### config.mk
export PLATFORM = sky130hd
export DESIGN_NAME = image_frame_scheduler_flat
export DESIGN_NICKNAME = d
export VERILOG_FILES = /design/src/rtl/image_frame_scheduler_pkg.sv /design/src/rtl/image_frame_scheduler_if.sv /design/src/rtl/image_frame_scheduler.sv /design/src/flat_wrapper.sv
export SDC_FILE = /design/constraint.sdc
export NUM_CORES = 1
export LEC_CHECK = 0
export ABC_AREA = 1
export CAP_MARGIN = 20
export CELL_PAD_IN_SITES_DETAIL_PLACEMENT = 2
export CELL_PAD_IN_SITES_GLOBAL_PLACEMENT = 2
export CORE_ASPECT_RATIO = 1.2
export CORE_MARGIN = 3
export CORE_UTILIZATION = 24
export CTS_CLUSTER_DIAMETER = 80
export CTS_CLUSTER_SIZE = 8
export DETAILED_ROUTE_END_ITERATION = 8
export PLACE_DENSITY_LB_ADDON = 0.1
export SYNTH_ARGS = -nofsm -noshare
export SYNTH_HDL_FRONTEND = slang
export SYNTH_SLANG_ARGS = --single-unit
### constraint.sdc
create_clock -name clk_pixel -period 2.8 [get_ports clk_pixel]
set_clock_uncertainty 0.2 [all_clocks]
set_input_delay 0.56 -clock clk_pixel [delete_from_list [all_inputs] [get_ports clk_pixel]]
set_output_delay 0.56 -clock clk_pixel [all_outputs]
set_load 0.02 [all_outputs]
### src/rtl/image_frame_scheduler_pkg.sv
// rtl/image_frame_scheduler_pkg.sv - shared types and command field layout for the frame scheduler
package image_sched_pkg;

    typedef enum logic [1:0] {
        OP_SHOW         = 2'd0,
        OP_FLUSH        = 2'd1,
        OP_RESET_SENDER = 2'd2,
        OP_RESERVED     = 2'd3
    } opcode_e;

    typedef enum logic [2:0] {
        ST_IDLE,
        ST_DECODE,
        ST_WAIT_TIME,
        ST_WAIT_FRAME,
        ST_DISPLAY
    } state_e;

    localparam int CMD_WIDTH = 128;
    localparam int TIME_LSB  = 0;
    localparam int TIME_MSB  = 63;
    localparam int COUNT_LSB = 64;
    localparam int COUNT_MSB = 79;
    localparam int OP_LSB    = 80;
    localparam int OP_MSB    = 81;

endpackage

### src/rtl/image_frame_scheduler_if.sv
// rtl/image_frame_scheduler_if.sv - command FIFO and image sender handshake bundle
interface image_frame_scheduler_if;
    import image_sched_pkg::*;

    logic [CMD_WIDTH-1:0] cmd_dout;
    logic                 cmd_empty;
    logic                 cmd_rd_en;
    logic                 image_empty;
    logic                 auto_start;
    logic                 image_flush;
    logic                 image_reset;

    modport master (
        input  cmd_dout,
        input  cmd_empty,
        input  image_empty,
        output cmd_rd_en,
        output auto_start,
        output image_flush,
        output image_reset
    );

    modport slave (
        output cmd_dout,
        output cmd_empty,
        output image_empty,
        input  cmd_rd_en,
        input  auto_start,
        input  image_flush,
        input  image_reset
    );
endinterface

### src/rtl/image_frame_scheduler.sv
// rtl/image_frame_scheduler.sv - timestamped command scheduler that starts image playback on frame boundaries
module image_frame_scheduler
    import image_sched_pkg::*;
#(
    parameter int FRAME_WIDTH  = 2200,
    parameter int FRAME_HEIGHT = 1125,
    parameter int BIT_WIDTH    = 12,
    parameter int BIT_HEIGHT   = 11
) (
    input  logic                   clk_pixel,
    input  logic                   clk_pixel_resetn,
    input  logic [63:0]            counter,
    input  logic [BIT_WIDTH-1:0]   cx,
    input  logic [BIT_HEIGHT-1:0]  cy,
    image_frame_scheduler_if.master bus,
    input  logic                   sched_enable,
    input  logic                   flag_clear,
    output logic                   busy,
    output logic                   late_flag,
    output logic                   error_flag,
    output logic [15:0]            underrun_count
);

    state_e          state;
    logic [OP_MSB:0] cmd;
    logic [15:0]     frames_left;
    logic            wait_first;

    logic [63:0] start_time;
    logic [15:0] frame_count;
    opcode_e     opcode;

    assign start_time  = cmd[TIME_MSB:TIME_LSB];
    assign frame_count = cmd[COUNT_MSB:COUNT_LSB];
    assign opcode      = opcode_e'(cmd[OP_MSB:OP_LSB]);

    wire unused_cmd_bits = ^bus.cmd_dout[CMD_WIDTH-1:OP_MSB+1];

    logic frame_start, frame_end, time_reached;
    assign frame_start  = (cx == '0) && (cy == '0);
    assign frame_end    = (cx == BIT_WIDTH'(FRAME_WIDTH - 1)) && (cy == BIT_HEIGHT'(FRAME_HEIGHT - 1));
    assign time_reached = counter >= start_time;

    // Pulses are decoded from registered state so they cannot overlap; gating
    // with reset keeps the sender quiet while the state register is being cleared.
    logic fetch, launch, underrun, late_event, error_event;
    assign fetch       = clk_pixel_resetn && (state == ST_IDLE) && sched_enable && !bus.cmd_empty;
    assign launch      = clk_pixel_resetn && (state == ST_WAIT_FRAME) && frame_start && !bus.image_empty;
    assign underrun    = (state == ST_WAIT_FRAME) && frame_start && bus.image_empty;
    assign late_event  = (state == ST_WAIT_TIME) && wait_first && time_reached;
    assign error_event = (state == ST_DECODE) && (opcode == OP_RESERVED);

    assign bus.cmd_rd_en   = fetch;
    assign bus.auto_start  = launch;
    assign bus.image_flush = clk_pixel_resetn && (state == ST_DECODE) && (opcode == OP_FLUSH);
    assign bus.image_reset = clk_pixel_resetn && (state == ST_DECODE) && (opcode == OP_RESET_SENDER);
    assign busy            = (state != ST_IDLE);

    always_ff @(posedge clk_pixel) begin
        if (!clk_pixel_resetn) begin
            state          <= ST_IDLE;
            cmd            <= '0;
            frames_left    <= '0;
            wait_first     <= 1'b0;
            late_flag      <= 1'b0;
            error_flag     <= 1'b0;
            underrun_count <= '0;
        end else begin
            case (state)
                ST_IDLE: begin
                    if (fetch) begin
                        cmd   <= bus.cmd_dout[OP_MSB:0];
                        state <= ST_DECODE;
                    end
                end
                ST_DECODE: begin
                    if (opcode == OP_SHOW) begin
                        wait_first <= 1'b1;
                        state      <= ST_WAIT_TIME;
                    end else begin
                        state <= ST_IDLE;
                    end
                end
                ST_WAIT_TIME: begin
                    wait_first <= 1'b0;
                    if (time_reached) state <= ST_WAIT_FRAME;
                end
                ST_WAIT_FRAME: begin
                    if (launch) begin
                        frames_left <= (frame_count == 16'd0) ? 16'd1 : frame_count;
                        state       <= ST_DISPLAY;
                    end
                end
                ST_DISPLAY: begin
                    if (frame_end) begin
                        if (frames_left != 16'd0) frames_left <= frames_left - 16'd1;
                        // frame_count==0 plays until the next command is waiting
                        if (frame_count == 16'd0) begin
                            if (!bus.cmd_empty) state <= ST_IDLE;
                        end else if (frames_left == 16'd1) begin
                            state <= ST_IDLE;
                        end
                    end
                end
                default: state <= ST_IDLE;
            endcase

            if (late_event)      late_flag <= 1'b1;
            else if (flag_clear) late_flag <= 1'b0;

            if (error_event)     error_flag <= 1'b1;
            else if (flag_clear) error_flag <= 1'b0;

            if (underrun) begin
                if (flag_clear)                       underrun_count <= 16'd1;
                else if (underrun_count != 16'hFFFF) underrun_count <= underrun_count + 16'd1;
            end else if (flag_clear) begin
                underrun_count <= '0;
            end
        end
    end

endmodule

### src/flat_wrapper.sv
// flat-port wrapper written by rule: the top's interface ports become plain ports
module image_frame_scheduler_flat import image_sched_pkg::*;
#(
    parameter int FRAME_WIDTH  = 2200,
    parameter int FRAME_HEIGHT = 1125,
    parameter int BIT_WIDTH    = 12,
    parameter int BIT_HEIGHT   = 11
)
  (clk_pixel, clk_pixel_resetn, counter, cx, cy, sched_enable, flag_clear, busy, late_flag, error_flag, underrun_count, bus_cmd_dout, bus_cmd_empty, bus_image_empty, bus_cmd_rd_en, bus_auto_start, bus_image_flush, bus_image_reset);
  image_frame_scheduler_if bus_i ();
  input  logic clk_pixel;
  input  logic clk_pixel_resetn;
  input  logic [63:0] counter;
  input  logic [BIT_WIDTH-1:0] cx;
  input  logic [BIT_HEIGHT-1:0] cy;
  input  logic sched_enable;
  input  logic flag_clear;
  output logic busy;
  output logic late_flag;
  output logic error_flag;
  output logic [15:0] underrun_count;
  input wire logic [$bits(bus_i.cmd_dout)-1:0] bus_cmd_dout;
  input wire logic [$bits(bus_i.cmd_empty)-1:0] bus_cmd_empty;
  input wire logic [$bits(bus_i.image_empty)-1:0] bus_image_empty;
  output wire logic [$bits(bus_i.cmd_rd_en)-1:0] bus_cmd_rd_en;
  output wire logic [$bits(bus_i.auto_start)-1:0] bus_auto_start;
  output wire logic [$bits(bus_i.image_flush)-1:0] bus_image_flush;
  output wire logic [$bits(bus_i.image_reset)-1:0] bus_image_reset;
  assign bus_i.cmd_dout = bus_cmd_dout;
  assign bus_i.cmd_empty = bus_cmd_empty;
  assign bus_i.image_empty = bus_image_empty;
  assign bus_cmd_rd_en = bus_i.cmd_rd_en;
  assign bus_auto_start = bus_i.auto_start;
  assign bus_image_flush = bus_i.image_flush;
  assign bus_image_reset = bus_i.image_reset;
  image_frame_scheduler #(.FRAME_WIDTH(FRAME_WIDTH), .FRAME_HEIGHT(FRAME_HEIGHT), .BIT_WIDTH(BIT_WIDTH), .BIT_HEIGHT(BIT_HEIGHT)) u_core (.clk_pixel(clk_pixel), .clk_pixel_resetn(clk_pixel_resetn), .counter(counter), .cx(cx), .cy(cy), .bus(bus_i), .sched_enable(sched_enable), .flag_clear(flag_clear), .busy(busy), .late_flag(late_flag), .error_flag(error_flag), .underrun_count(underrun_count));
endmodule
Word level (Yosys, flattened, before mapping)

Cells that the tools add are included.

Bits in latches: 0
Memory bits (writable): 0
Logic and storage cells: 88
Bits in read-only memories: 0
Memories: 0
Flip-flop bits (word level): 120

Div/mod/pow operators: 0
Mux-type cells: 23
Reductions and logical operators: 36
Multipliers: 0
Shift operators: 0
Magnitude comparators: 1
Equality and inequality tests: 19
$add $sub $neg: 2
Bitwise operators: 0

Operator list:

| cell                                                                    | number |
|---|---|
| 16-bit 2-to-1 mux                                                       | 8 |
| 64-bit greater-or-equal comparator                                      | 1 |
| 16-bit case mux with 2 select lines                                     | 1 |
| 3-bit 2-to-1 mux                                                        | 7 |
| 16-bit by 1-bit adder with 16-bit output (second input constant)        | 1 |
| 16-bit by 1-bit equality test with 1-bit output (second input constant) | 1 |
| 1-bit logical AND                                                       | 16 |
| 16-bit zero test                                                        | 1 |
| 16-bit != test (second input constant)                                  | 1 |
| 16-bit nonzero test                                                     | 1 |
| 16-bit by 1-bit subtractor with 16-bit output (second input constant)   | 1 |
| 3-bit case mux with 5 select lines                                      | 1 |
| 12-bit equality test (second input constant)                            | 1 |
| 12-bit zero test                                                        | 1 |
| 2-bit nonzero test                                                      | 6 |
| 11-bit equality test (second input constant)                            | 1 |
| 11-bit zero test                                                        | 1 |
| 3-bit by 2-bit equality test with 1-bit output (second input constant)  | 2 |
| 2-bit by 1-bit != test with 1-bit output (second input constant)        | 3 |
| 2-bit != test (second input constant)                                   | 3 |
| 2-bit AND reduction                                                     | 3 |
| 6-bit AND reduction                                                     | 1 |
| 2-bit equality test (second input constant)                             | 2 |
| 1-bit 2-to-1 mux                                                        | 4 |
| other kinds (12)                                                        | 13 |

Longest topological paths before layout

Word-level depth: 6
Mapped depth: 19

Worst setup path before layout

OpenSTA, ideal clock, no wires.

Path type: input port to output port
From: in clk_pixel_resetn
To: out bus_image_flush
Path slack: 0.426 ns
Buffers on the path: 2
Arrival time: 1.614 ns
Cell stages on the path: 4
Cell sequence: clkbuf_1 clkbuf_1 nand2_1 nor3_1

Longest elaborated chain between the ends: 2

RTL lines:

| what                            | line                        | RTL |
|---|---|---|
| from (decl)                     | flat_wrapper.sv:12          | `input logic clk_pixel_resetn;` |
| 1-bit logical AND (2 in series) | image_frame_scheduler.sv:55 | `assign bus.image_flush = clk_pixel_resetn && (state == ST_DECODE) && (opcode == OP_FLUSH);` |
| to (decl)                       | flat_wrapper.sv:27          | `output wire logic [$bits(bus_i.image_flush)-1:0] bus_image_flush;` |

Every way passes these cells.

Worst setup path after layout

From: in cx[3]
To: out bus_auto_start

Longest elaborated chain between the ends: 4

RTL lines:

| what                            | line                        | RTL |
|---|---|---|
| from (decl)                     | flat_wrapper.sv:14          | `input logic [BIT_WIDTH-1:0] cx;` |
| 12-bit zero test                | image_frame_scheduler.sv:40 | `assign frame_start = (cx == '0) && (cy == '0);` |
| 1-bit logical AND               | image_frame_scheduler.sv:40 |  |
| 1-bit logical AND (2 in series) | image_frame_scheduler.sv:48 | `assign launch = clk_pixel_resetn && (state == ST_WAIT_FRAME) && frame_start && !bus.image_empty;` |
| to (decl)                       | flat_wrapper.sv:26          | `output wire logic [$bits(bus_i.auto_start)-1:0] bus_auto_start;` |

Every way passes these cells.

==> results.toml <==
[drt]
ant_nets = 0
via_count = 7204
drcViolationCount = 0
first_pass_iters = 4
viasPerCell = 4.59
wl_per_cell_um = 15.4
first_iter_violations = 186
totalWireLength_um = 24200

[sta]
timing.fmax_ghz = 0.371
hold_viol = 0
relSlewSlack_pct = 51.4
worstMarginPinSlew_ns = 0.729
fin_crit_ns = 2.70
fin_setup_tns_ns = 0
setup_viol = 0
timing.final.ws_setup_ns = 0.105
drv_slew = 0
rsz0062_at_grt = "no"
fin_hold_ws_ns = 0.255
finalCritPeriodShare_pct = 96.3

[yosys]
synth_fp_nets = 1261
yosysTopAreaCellShare_pct = 35.0
avgSynthCellArea_um2 = 7.05
yosysWarnings = 0
syn_area_mm2 = 0.00686
post-synth-top-count-cell = "nand2_1"
synth_seq_cells = 120
synth_seq_area_share_pct = 35.0
yosysTopAreaCell = "dfxtp_1"
synth-edff-count = 0
syn_inst = 973
ys.flop_type = "dfxtp_1"
ys_top_cells_by_area = "dfxtp_1, ha_1, a21oi_1"
async_reset_ff_share_pct = 0
synth_common_cells = "nand2_1, a21oi_1, inv_1"
yosys.cell_types.count = 40

[job]
drv_cap = 0

[cts]
cts_buffer_depth = 2
clock_latency_ns = 0.42
cts_tree = "done"
clk_pin_slew_ns = 0.05
ctsHtreeMaxLevel = 4
cts.sinks = 120
cts-root-buf = "clkbuf_16"
cts_buffers = 17

[final_layout]
finalInstanceArea_mm2 = 0.0100
antenna_cells = 0
nets = 1467
syn2layout_area_growth_pct = 46.4
drive_above_1_share_pct = 6.96

[worst_setup_path]
crit_type = "input port to output port"
critical_path_required_ns = 2.04
cp_data_arrival_time_ns = 1.94
critPathLaunchType = "input port"
worst-path-max-fanout = 2
cp-end-kind = "output port"

[placed_design]
portBuffers = 197
hpwlAfterDp_um = 18700
preCtsSetupSlack_ns = -0.102
place_area_mm2 = 0.00935
gp_congestion = 0.784

[grt]
grt_max_degree = 149
grt_pass1_vias = 7691
grt_overflow = 0
antenna_found_initial = 4
grt_pass1_wl_um = 39100
gr-usage-all-layers_pct = 16.0

[pwr]
total_power_mw = 6.70
power_frac_seq_pct = 30.3
internal_power_mw = 4.43
clkPwrFrac_pct = 36.6
leakage_nw = 3.97
power.switching_mw = 2.27
p_sw_share_pct = 33.8
p_per_area_mw_per_mm2 = 668
combPwrFrac_pct = 33.1
ir_drop_mv = 0.284

[die]
io_pins = 244
dieArea_mm2 = 0.0306
die_x_um = 160
fp.coreArea_mm2 = 0.0280
fp-row-count = 67
die_h_um = 191
start_util_pct = 24.5

[run_status]
status = "complete, no violations"

[min_path]
hp-class = "flop to flop"
[power groups by stage]
stage / combinational (mW) / clock, mW / sequential (mW)
6_report: 2.22 / 2.45 / 2.03
2_1_floorplan: 1.44 / 0 / 2.04
3_3_place_gp: 2.21 / 0 / 2.06
3_5_place_dp: 2.26 / 0 / 2.07
5_1_grt: 2.59 / 2.60 / 2.06
4_1_cts: 2.28 / 2.54 / 2.03
[worst max-delay path, stage by stage]
cell and delay, ns:
clkdlybuf4s50_1 0.43, or2_4 0.27, nor3_2 0.16, nand2_1 0.10, nor2_1 0.12, nand2_1 0.10
inv_1 0.06, buf_4 0.14
[cell families after synthesis]
group,share of synthesized area (%)
AO/OA/AOI/OAI,20.0
XOR/XNOR,1.02
adder cells (fa/ha/maj),12.2
buffers and inverters,9.69
flip-flops,35.0
AND/OR/NAND/NOR,22.0
[routing by layer]
metal | vias up | wire (µm) | track usage (%)
met2 | 107 | 13100 | 30.8
met5 | - | 42 | 0
met1 | 3434 | 9710 | 17.1
met3 | 19 | 1230 | 4.83
li1 | 3636 | - | -
met4 | 8 | 197 | 3.41
[state kept, by name, indices dropped and copies added (netlist names)]
signal / count
u_core.underrun_count: 16
u_core.state: 3
u_core.frames_left: 16
u_core.cmd: 82
u_core.wait_first: 1
u_core.late_flag: 1
u_core.error_flag: 1
[cell usage in the layout (no fill, tap or decap), drive strengths merged, types with 6 or more instances in the layout]
master | Yosys | layout
clkinv | 2 | 6
clkbuf | 29 | 20
a21oi | 133 | 133
ha | 67 | 67
inv | 135 | 136
nor2 | 109 | 109
buf | 6 | 27
dfxtp | 120 | 120
nor3 | 16 | 16
xor2 | 7 | 7
nor4 | 10 | 10
nand4 | 19 | 19
clkdlybuf4s50 | 0 | 192
nand2 | 147 | 147
nand3 | 36 | 36
o21ai | 120 | 120
[stage by stage]
step / std cells / utilization (%)
after global routing: 1571 / 35.8
after detailed placement: 1536 / 33.4
final: 1571 / 35.8
after CTS: 1569 / 35.7
after floorplan: 973 / -
after global placement: 1536 / 33.4
[cell type report]
| cell class | count | area, µm² |
|---|---|---|
| fill | 3338 | 18000 |
| multi-input combinational | 681 | 3810 |
| sequential | 120 | 2400 |
| timing repair buffer | 222 | 2190 |
| inverter | 137 | 515 |
| tap | 379 | 474 |
| clock buffer | 20 | 447 |
| clock inverter | 12 | 198 |
[final timing paths]
| check | depth (start not counted) | from | end | slack (ns) |
|---|---|---|---|---|
| setup / recovery | 8 | cx[3] | bus_auto_start | 0.10 |
| hold reg to reg | 2 | u_core.cmd[48] | u_core.cmd[48] | 0.25 |
| hold / removal | 2 | u_core.cmd[48] | u_core.cmd[48] | 0.25 |
| setup reg to reg | 14 | u_core.underrun_count[0] | u_core.underrun_count[8] | 0.26 |
[repair_timing]
| item | 4_1_cts | 5_1_grt |
|---|---|---|
| resized for setup | 3 | 6 |
| buffers inserted | 1 | 2 |
| endpoints found under the setup margin | 4 | 1 |
| pin swaps | 1 | 3 |
| hold buffers | 0 | 0 |
No activity file was read; power rests on OpenSTA's default activity.
